`config.mk`:
```
export PLATFORM = sky130hd
export DESIGN_NAME = prog_clock_divider
export DESIGN_NICKNAME = d
export VERILOG_FILES = /design/src/rtl/prog_clock_divider.sv
export SDC_FILE = /design/constraint.sdc
export NUM_CORES = 1
export LEC_CHECK = 0
export CAP_MARGIN = 10
export CORE_MARGIN = 5
export CORE_UTILIZATION = 31
export DETAILED_ROUTE_END_ITERATION = 7
export HOLD_SLACK_MARGIN = 0.12
export PLACE_DENSITY = 0.51
export SYNTH_ARGS = -nofsm -noshare
export SYNTH_HDL_FRONTEND = slang
export SYNTH_SLANG_ARGS = --single-unit
```
`constraint.sdc`:
```
create_clock -name clk -period 4.6 [get_ports clk]
set_input_delay 0.92 -clock clk [delete_from_list [all_inputs] [get_ports clk]]
set_output_delay 0.92 -clock clk [all_outputs]
set_load 0.02 [all_outputs]
```
`src/rtl/prog_clock_divider.sv`:
```
// Synchronous clock-enable generator: a binary divider chain taken from one up-counter,
// plus a runtime-programmable down-counter that produces a one-cycle tick and a 50%-duty tick_clk.
module prog_clock_divider #(
    parameter int WIDTH       = 16,
    parameter int STAGES      = 4,
    parameter int DEFAULT_DIV = 3
) (
    input  logic              clk,
    input  logic              reset,
    input  logic              en,
    input  logic              div_load,
    input  logic [WIDTH-1:0]  div_value,
    input  logic              sync,
    output logic [STAGES-1:0] div_out,
    output logic              tick,
    output logic              tick_clk,
    output logic [WIDTH-1:0]  count
);

    localparam logic [WIDTH-1:0] RESET_DIV = WIDTH'(DEFAULT_DIV);

    logic [WIDTH-1:0]  div_reg;
    logic [STAGES-1:0] bin;

    always_ff @(posedge clk) begin
        if (!reset) begin
            div_reg  <= RESET_DIV;
            count    <= RESET_DIV;
            bin      <= '0;
            tick     <= 1'b0;
            tick_clk <= 1'b0;
        end else begin
            if (div_load) begin
                div_reg <= div_value;
            end
            // A phase restart overrides any terminal count on the same edge; a
            // simultaneous load restarts straight from the incoming value.
            if (sync) begin
                count <= div_load ? div_value : div_reg;
                bin   <= '0;
                tick  <= 1'b0;
            end else if (en) begin
                bin <= bin + STAGES'(1);
                if (count == '0) begin
                    count    <= div_reg;
                    tick     <= 1'b1;
                    tick_clk <= ~tick_clk;
                end else begin
                    count <= count - WIDTH'(1);
                    tick  <= 1'b0;
                end
            end else begin
                tick <= 1'b0;
            end
        end
    end

    assign div_out = bin;

endmodule

```
* Word level (Yosys, flattened, before mapping) *
Cells that the tools add are included.

operators by class
  magnitude comparators = 0
  shift-type cells = 0
  mux-type cells = 5
  divide/modulo/power cells = 0
  equality and inequality tests = 0
  bitwise operators = 4
  reductions and logical operators = 5
  multipliers = 0
  add/subtract/negate cells = 2

operator list
  cell                                                 count
  two-way mux 16 bit                                   4
  logical NOT 16 bit                                   1
  subtractor 16 x 1 -> 16 bit (second input constant)  1
  adder 4 x 1 -> 4 bit (second input constant)         1
  NOT 1 bit                                            4
  AND reduction 3 bit                                  1
  OR reduction 3 bit                                   1
  nonzero test 2 bit                                   1
  OR reduction 2 bit                                   1
  two-way mux 1 bit                                    1

word-level totals
  latch bits = 0
  memories kept = 0
  memory bits (writable) = 0
  ROM bits = 0
  logic and storage cells = 21
  bits of input ports = 21
  register bits = 38

* Logic depth before layout (Yosys ltp) *
Gate-level depths: netlist of the first run.

  depth after elaboration = 4
  gate-level depth with buffers = 8

* Least setup slack after synthesis of the first run *
No wires, ideal clock.

  path type = in2reg
  start point = input div_load
  end point = register count[4]
  path slack = 2.447 ns
  data arrival time = 2.027 ns
  library setup time = 0.126 ns
  data required time = 4.474 ns
  cell stages on the path = 6
  cell sequence = clkbuf_1 buf_2 mux2i_1 nor2_1 o21ai_0 o21ai_0

on the way
  longest elaborated chain between the ends = 2

RTL lines
  element               RTL line  RTL
  start, declared       11        input logic div_load,
  two-way mux 16 bit    --
  two-way mux 16 bit    38        if (sync) begin
  end signal, assigned  39        count <= div_load ? div_value : div_reg;
  end signal, assigned  45        count <= div_reg;
  end signal, assigned  49        count <= count - WIDTH'(1);
  end, declared         17        output logic [WIDTH-1:0] count

No other way between the ends.
A chain may end at the register's enable or synchronous reset.

* Worst setup path in the final report of the first run *
  start point = input div_load
  end point = register count[12]

Same word-level chain as after synthesis.

==> run_results.csv, run 1 <==
group,metric,value,unit
routing,wl,5.50,mm
finish,stdcell_count,346,
cts,cts_buffers,5,
critical_path,cp-end-kind,"flop",
finish,multi_input_area,1150,sq um
timing,slew_violations,0,
finish,regArea,761,sq um
global_routing,grt_max_degree,20,
cts,cts_tree,"built",
cts,cts_hold_buffers,0,
critical_path,critPathTopFamily,"buffers and inverters",
timing,fin_ws,2010,ps
cts,clkLatencyLatePin,290,ps
floorplan,die_w,90.6,um
finish,fillerInstances,654,
critical_path,cpMostUsedCell,"nor2_1",
timing,clock_skew,3.93,ps
routing,via_per_inst,5.19,
yosys,synth_cells,231,
timing,rsz0062_at_grt,"no",
timing,finalSetupTns,0,ps
finish,final_nets,292,
placement,place_inst,338,
yosys,avgSynthCellArea,8.71,sq um
yosys,synth_nets,255,
timing,fmax,0.386,GHz
placement,pre_cts_ws,1670,ps
yosys,yosys_most_used_dff,"dfxtp_1",
floorplan,coreArea,6350,sq um
yosys,syn-cell-area,2010,sq um
finish,design_area,2560,sq um
yosys,yosysWarnings,0,
critical_path,critPathSlowestCell,"clkdlybuf4s50_1",
critical_path,max_stage_delay,1140,ps
routing,drt-met1-wl,2.73,mm
pwr,ir_drop,0.110,mV
routing,wl_met3,249,um
run,max-cap-violations,0,
timing,setup-violations-final,0,
cts,cts.sinks,38,
critical_path,crit_buf_inv,1,
routing,drc,0,
critical_path,crit_fanout,17,
global_routing,grt_pass1_wl,9.37,mm
min_path,hp-class,"reg2reg",
placement,placed_cell_area,2470,sq um
critical_path,cp.depth,5,
critical_path,crit_chain,"clkdlybuf4s50_1 -> mux2i_1 -> nor2_1 -> nor2_1 -> a221oi_1",
timing,slew_headroom,32.2,%
global_routing,grt_pass1_vias,1837,
pwr,power.leakage,1.07,nW
placement,place_congestion,0.771,
critical_path,reg2reg_depth,7,
pwr,powerDensity,306,nW/um^2
global_routing,grt_usage,13.9,%
critical_path,cp-start-kind,"primary input",
cts,cts_max_path_buffers,2,
routing,dr_total_vias,1796,
cts,cts-root-buf,"clkbuf_8",
min_path,hold-path-cell-count,2,
floorplan,die_h,90.6,um
floorplan,io_pins,43,
cts,clk_pin_slew,80,ps
yosys,async_flop_share,0,%
critical_path,regToRegSetupSlack,2250,ps
cts,post_cts_resized,0,
routing,first_pass_iters,4,
routing,wl_met2,2.45,mm
timing,min_period_over_period,56.3,%
critical_path,worstSetupPathType,"in2reg",
finish,fin_util,40.3,%
global_routing,grt_overflow,0,
floorplan,initial_core_util,31.7,%
placement,dp_hpwl,3.82,mm
yosys,synth-seq-cells,38,
routing,top_layer,"met4",
timing,worst_pin_slew,1010,ps
floorplan,rows,29,
global_routing,antenna_found_initial,0,
finish,final_common_cell,"clkdlybuf4s50_1",
placement,numPortBuffers,42,
routing,wl_per_cell,15.9,um
finish,area_delta_synth_final,27.2,%
timing,hold_viol,0,
routing,drt.antenna.violating_nets,0,
outcome,status,"finished, final reports clean",
timing,fin_crit,2590,ps
critical_path,worstPathArrival,2780,ps
routing,drt-initial-drc-count,78,
yosys,synth.yosys.seq_area_share,37.8,%
critical_path,critPathRequiredTime,4790,ps
floorplan,design.die.area,8200,sq um
yosys,synth_cell_types,51,
cts,cts_setup_buffers,0,
cts,h-tree-depth,2,
finish,layout-drive-gt1-share,8.18,%
finish,layout_common_cells,"clkdlybuf4s50_1 (42), dfxtp_1 (38), nor2_1 (35)",
finish,n_antenna_cell,0,
yosys,synth_edf_count,0,
[cells in the mapped netlist (3+ instances only)]
cell	instances	area share, %
a21oi_1	14	3.5
a221oi_1	3	1.3
a31oi_1	5	1.6
and2_1	3	0.93
and3_1	6	1.9
buf_2	3	0.75
clkbuf_1	8	1.5
dfxtp_1	38	38
ha_1	3	1.9
inv_1	7	1.3
mux2_2	3	1.7
mux2i_1	21	10
nand2_1	9	1.7
nand3_1	3	0.75
nor2_1	35	6.5
nor3_1	5	1.2
nor4_1	3	0.93
o21ai_0	12	3.0
o22ai_1	3	0.93
o31ai_1	3	1.1
xor2_1	8	3.5
[report_power, final]
| part | switching, W | internal [W] |
|---|---|---|
| Sequential | 0.0000231 | 0.000348 |
| Combinational | 0.0000904 | 0.0000790 |
| Clock | 0.000122 | 0.000121 |
[final cells by class]
| cell class | count | share of cell area [%] |
|---|---|---|
| clock buffers | 7 | 3.37 |
| inverters | 8 | 1.17 |
| repair buffers | 44 | 17.0 |
| flip-flops and latches | 38 | 29.7 |
| multi-input cells | 171 | 44.8 |
| clock inverters | 1 | 0.196 |
| well taps | 77 | 3.76 |
[per-layer routing]
| metal | track usage (%) | vias to the layer above |
|---|---|---|
| li1 | - | 907 |
| met1 | 18.9 | 843 |
| met2 | 21.2 | 41 |
| met3 | 3.67 | 5 |
| met4 | 4.84 | 0 |
| met5 | 0 | - |
[cell families after synthesis]
family	after synthesis	synth area share (%)
xor+xnor	10	4.35
buf+inv	22	5.22
flops	38	37.8
fa+ha+maj	3	1.87
compound gates	55	17.6
simple gates	78	20.5
mux	25	12.7
[stage by stage]
step,hold slack [ps],power [W]
after floorplan,459,0.000486
after global placement,488,0.000549
after detailed placement,485,0.000549
after CTS,508,0.000791
after global routing,549,0.000826
final,513,0.000783
[path summary, 6_finish.rpt]
kind / end / from
min: div_reg[1] / div_reg[1]
max: count[12] / div_load
max reg2reg: count[6] / count[0]
min reg2reg: div_reg[1] / div_reg[1]
[worst register-to-register path, delay by kind of cell, from the launching register on]
kind            cells  cell delay, ps
simple gates        3            1140
flops               1             370
compound gates      1             270
fa+ha+maj           1             180
mux                 1             170
buf+inv             1             130
Note: power is estimated with default switching activity, not from simulation.
==> inputs of run 2 (changes only) <==
- PLACE_DENSITY: 0.51 -> 0.53
- clock period: 4.6 -> 2.2 ns (I/O delays scaled with it)
==> run 2 against run 1 <==
Die area did not move. Clock-buffer cell count is the same. Clock power is 110% higher. Register-to-register slack got worse by 2100 ps. Sequential power is 110% higher. Setup slack worse by 1900 ps. First-iteration DRC count up 58%. Combinational power increased by 150%.
==> run_results.csv, run 2 (same netlist as run 1, synthesis figures left out) <==
group,metric,value,unit
outcome,status,"finished, final reports clean",
timing,fin_crit,2060,ps
pwr,powerDensity,612,nW/um^2
global_routing,grt_max_degree,18,
pwr,pwr-share-clk,30.1,%
cts,clkLatencyLatePin,290,ps
placement,numPortBuffers,42,
critical_path,reg2reg_from,"count[0]",
finish,final_common_cell,"clkdlybuf4s50_1",
critical_path,critPathSlowestCell,"or4b_4",
timing,fmax,0.486,GHz
finish,layout_common_cells,"clkdlybuf4s50_1 (42), dfxtp_1 (37), nor2_1 (35)",
finish,layout-drive-gt1-share,17.5,%
critical_path,reg2reg_depth,7,
run,max-cap-violations,0,
routing,first_pass_iters,4,
pwr,power.switching,0.000504,W
critical_path,endpoint,"count[6]",
timing,slew_violations,0,
finish,fin_util,43.4,%
timing,worst_pin_slew,462,ps
critical_path,crit_chain,"inv_2 -> ha_2 -> or4b_4 -> nor3_4 -> nand2_4 -> mux2i_1 -> a221oi_1",
pwr,internal_power,0.00118,W
critical_path,timing.rr.end,"count[6]",
floorplan,design.die.area,8200,sq um
critical_path,regToRegSetupSlack,140,ps
timing,setup-violations-final,0,
placement,place_congestion,0.897,
floorplan,die_w,90.6,um
critical_path,cp-end-kind,"flop",
routing,wl_per_cell,15.6,um
cts,cts.sinks,38,
global_routing,antenna_found_initial,0,
timing,slew_headroom,68.9,%
routing,wl,5.76,mm
critical_path,crit_start,"count[0]",
global_routing,grt_usage,14.0,%
global_routing,grt_pass1_wl,9.40,mm
floorplan,coreArea,6350,sq um
floorplan,initial_core_util,31.7,%
cts,cts_tree,"built",
timing,hold_viol,0,
routing,drt.antenna.violating_nets,0,
routing,dr_total_vias,1872,
cts,h-tree-depth,2,
timing,finalSetupTns,0,ps
timing,fin_ws,143,ps
timing,rsz0062_at_grt,"no",
global_routing,grt_overflow,0,
cts,cts_buffers,5,
floorplan,die_h,90.6,um
global_routing,grt_pass1_vias,1812,
placement,pre_cts_ws,89.2,ps
critical_path,crit_fanout,8,
finish,final_nets,315,
pwr,ir_drop,0.304,mV
finish,n_antenna_cell,0,
cts,cts_max_path_buffers,2,
cts,cts-root-buf,"clkbuf_8",
critical_path,critPathRequiredTime,2400,ps
pwr,pwr-share-seq,45.2,%
timing,min_period_over_period,93.5,%
timing,clock_skew,6.78,ps
routing,drc,0,
finish,area_delta_synth_final,36.9,%
pwr,power.leakage,1.19,nW
pwr,p_sw_share,29.9,%
cts,clk_pin_slew,80,ps
min_path,hp-class,"reg2reg",
floorplan,io_pins,43,
routing,drt-initial-drc-count,123,
pwr,p_comb_share,24.7,%
critical_path,worstSetupPathType,"reg2reg",
critical_path,cp-start-kind,"flop",
routing,via_per_inst,5.07,
critical_path,max_stage_delay,490,ps
placement,dp_hpwl,4.22,mm
critical_path,worstPathArrival,2260,ps
cts,cts_hold_buffers,0,
min_path,hold-path-cell-count,2,
floorplan,rows,29,
run 2: cell count changes in the layout (fill, tap and decap cells not counted), sizes merged:
cell   before  now
buf         2   24
nand2      10   11
run 2: repair_timing:
item | CTS | global route
setup buffers | 0 | 3
gates resized for setup | 0 | 7
endpoints found under the setup margin | 0 | 5
run 2: routing by layer:
metal / GRT usage (%) / up-vias / share of wire (%)
met2: 21.1 / 40 / 45
met5: 0 / - / 0
met4: 4.59 / 0 / 1.6
met3: 3.58 / 8 / 4.7
li1: - / 955 / -
met1: 19.5 / 869 / 49
run 2: worst max-delay path: cells and delay by family (launching register included):
kind / cells / cell delay (ps)
adder cells (fa/ha/maj): 1 / 170
AND/OR/NAND/NOR: 3 / 980
flip-flops: 1 / 320
multiplexers: 1 / 150
AO/OA/AOI/OAI: 1 / 270
buffers and inverters: 1 / 60
run 2: layout make-up:
type	count	area, sq um
Sequential cell	38	762
Fill cell	624	3590
Timing Repair Buffer	66	613
Clock inverter	1	5.00
Clock buffer	7	86.3
Inverter	8	30.0
Multi-Input combinational cell	172	1160
Tap cell	77	96.3
run 2: worst min path at each step:
stage	slack [ps]	to	from
after floorplan	460	div_reg[1]	div_reg[1]
after detailed placement	490	div_reg[1]	div_reg[1]
after CTS	510	div_reg[1]	div_reg[1]
after global placement	490	div_reg[1]	div_reg[1]
after global routing	540	count[3]	div_reg[3]
final	510	div_reg[1]	div_reg[1]
run 2: power groups by stage:
stage | sequential [W] | clock, W | combinational [W]
after global placement | 0.000778 | 0 | 0.000409
after global routing | 0.000769 | 0.000550 | 0.000457
after CTS | 0.000762 | 0.000521 | 0.000410
after floorplan | 0.000804 | 0 | 0.000213
final | 0.000763 | 0.000507 | 0.000417
after detailed placement | 0.000778 | 0 | 0.000408
run 2: per-stage QoR:
| stage | hold WS, ps | area (sq um) | total power, W | std cells |
|---|---|---|---|---|
| 6_report | 514 | 2760 | 0.00169 | 369 |
| 5_1_grt | 539 | 2760 | 0.00178 | 369 |
| 4_1_cts | 513 | 2720 | 0.00169 | 365 |
| 3_5_place_dp | 495 | 2620 | 0.00119 | 357 |
| 3_3_place_gp | 493 | 2620 | 0.00119 | 357 |
| 2_1_floorplan | 459 | 2010 | 0.00102 | 231 |
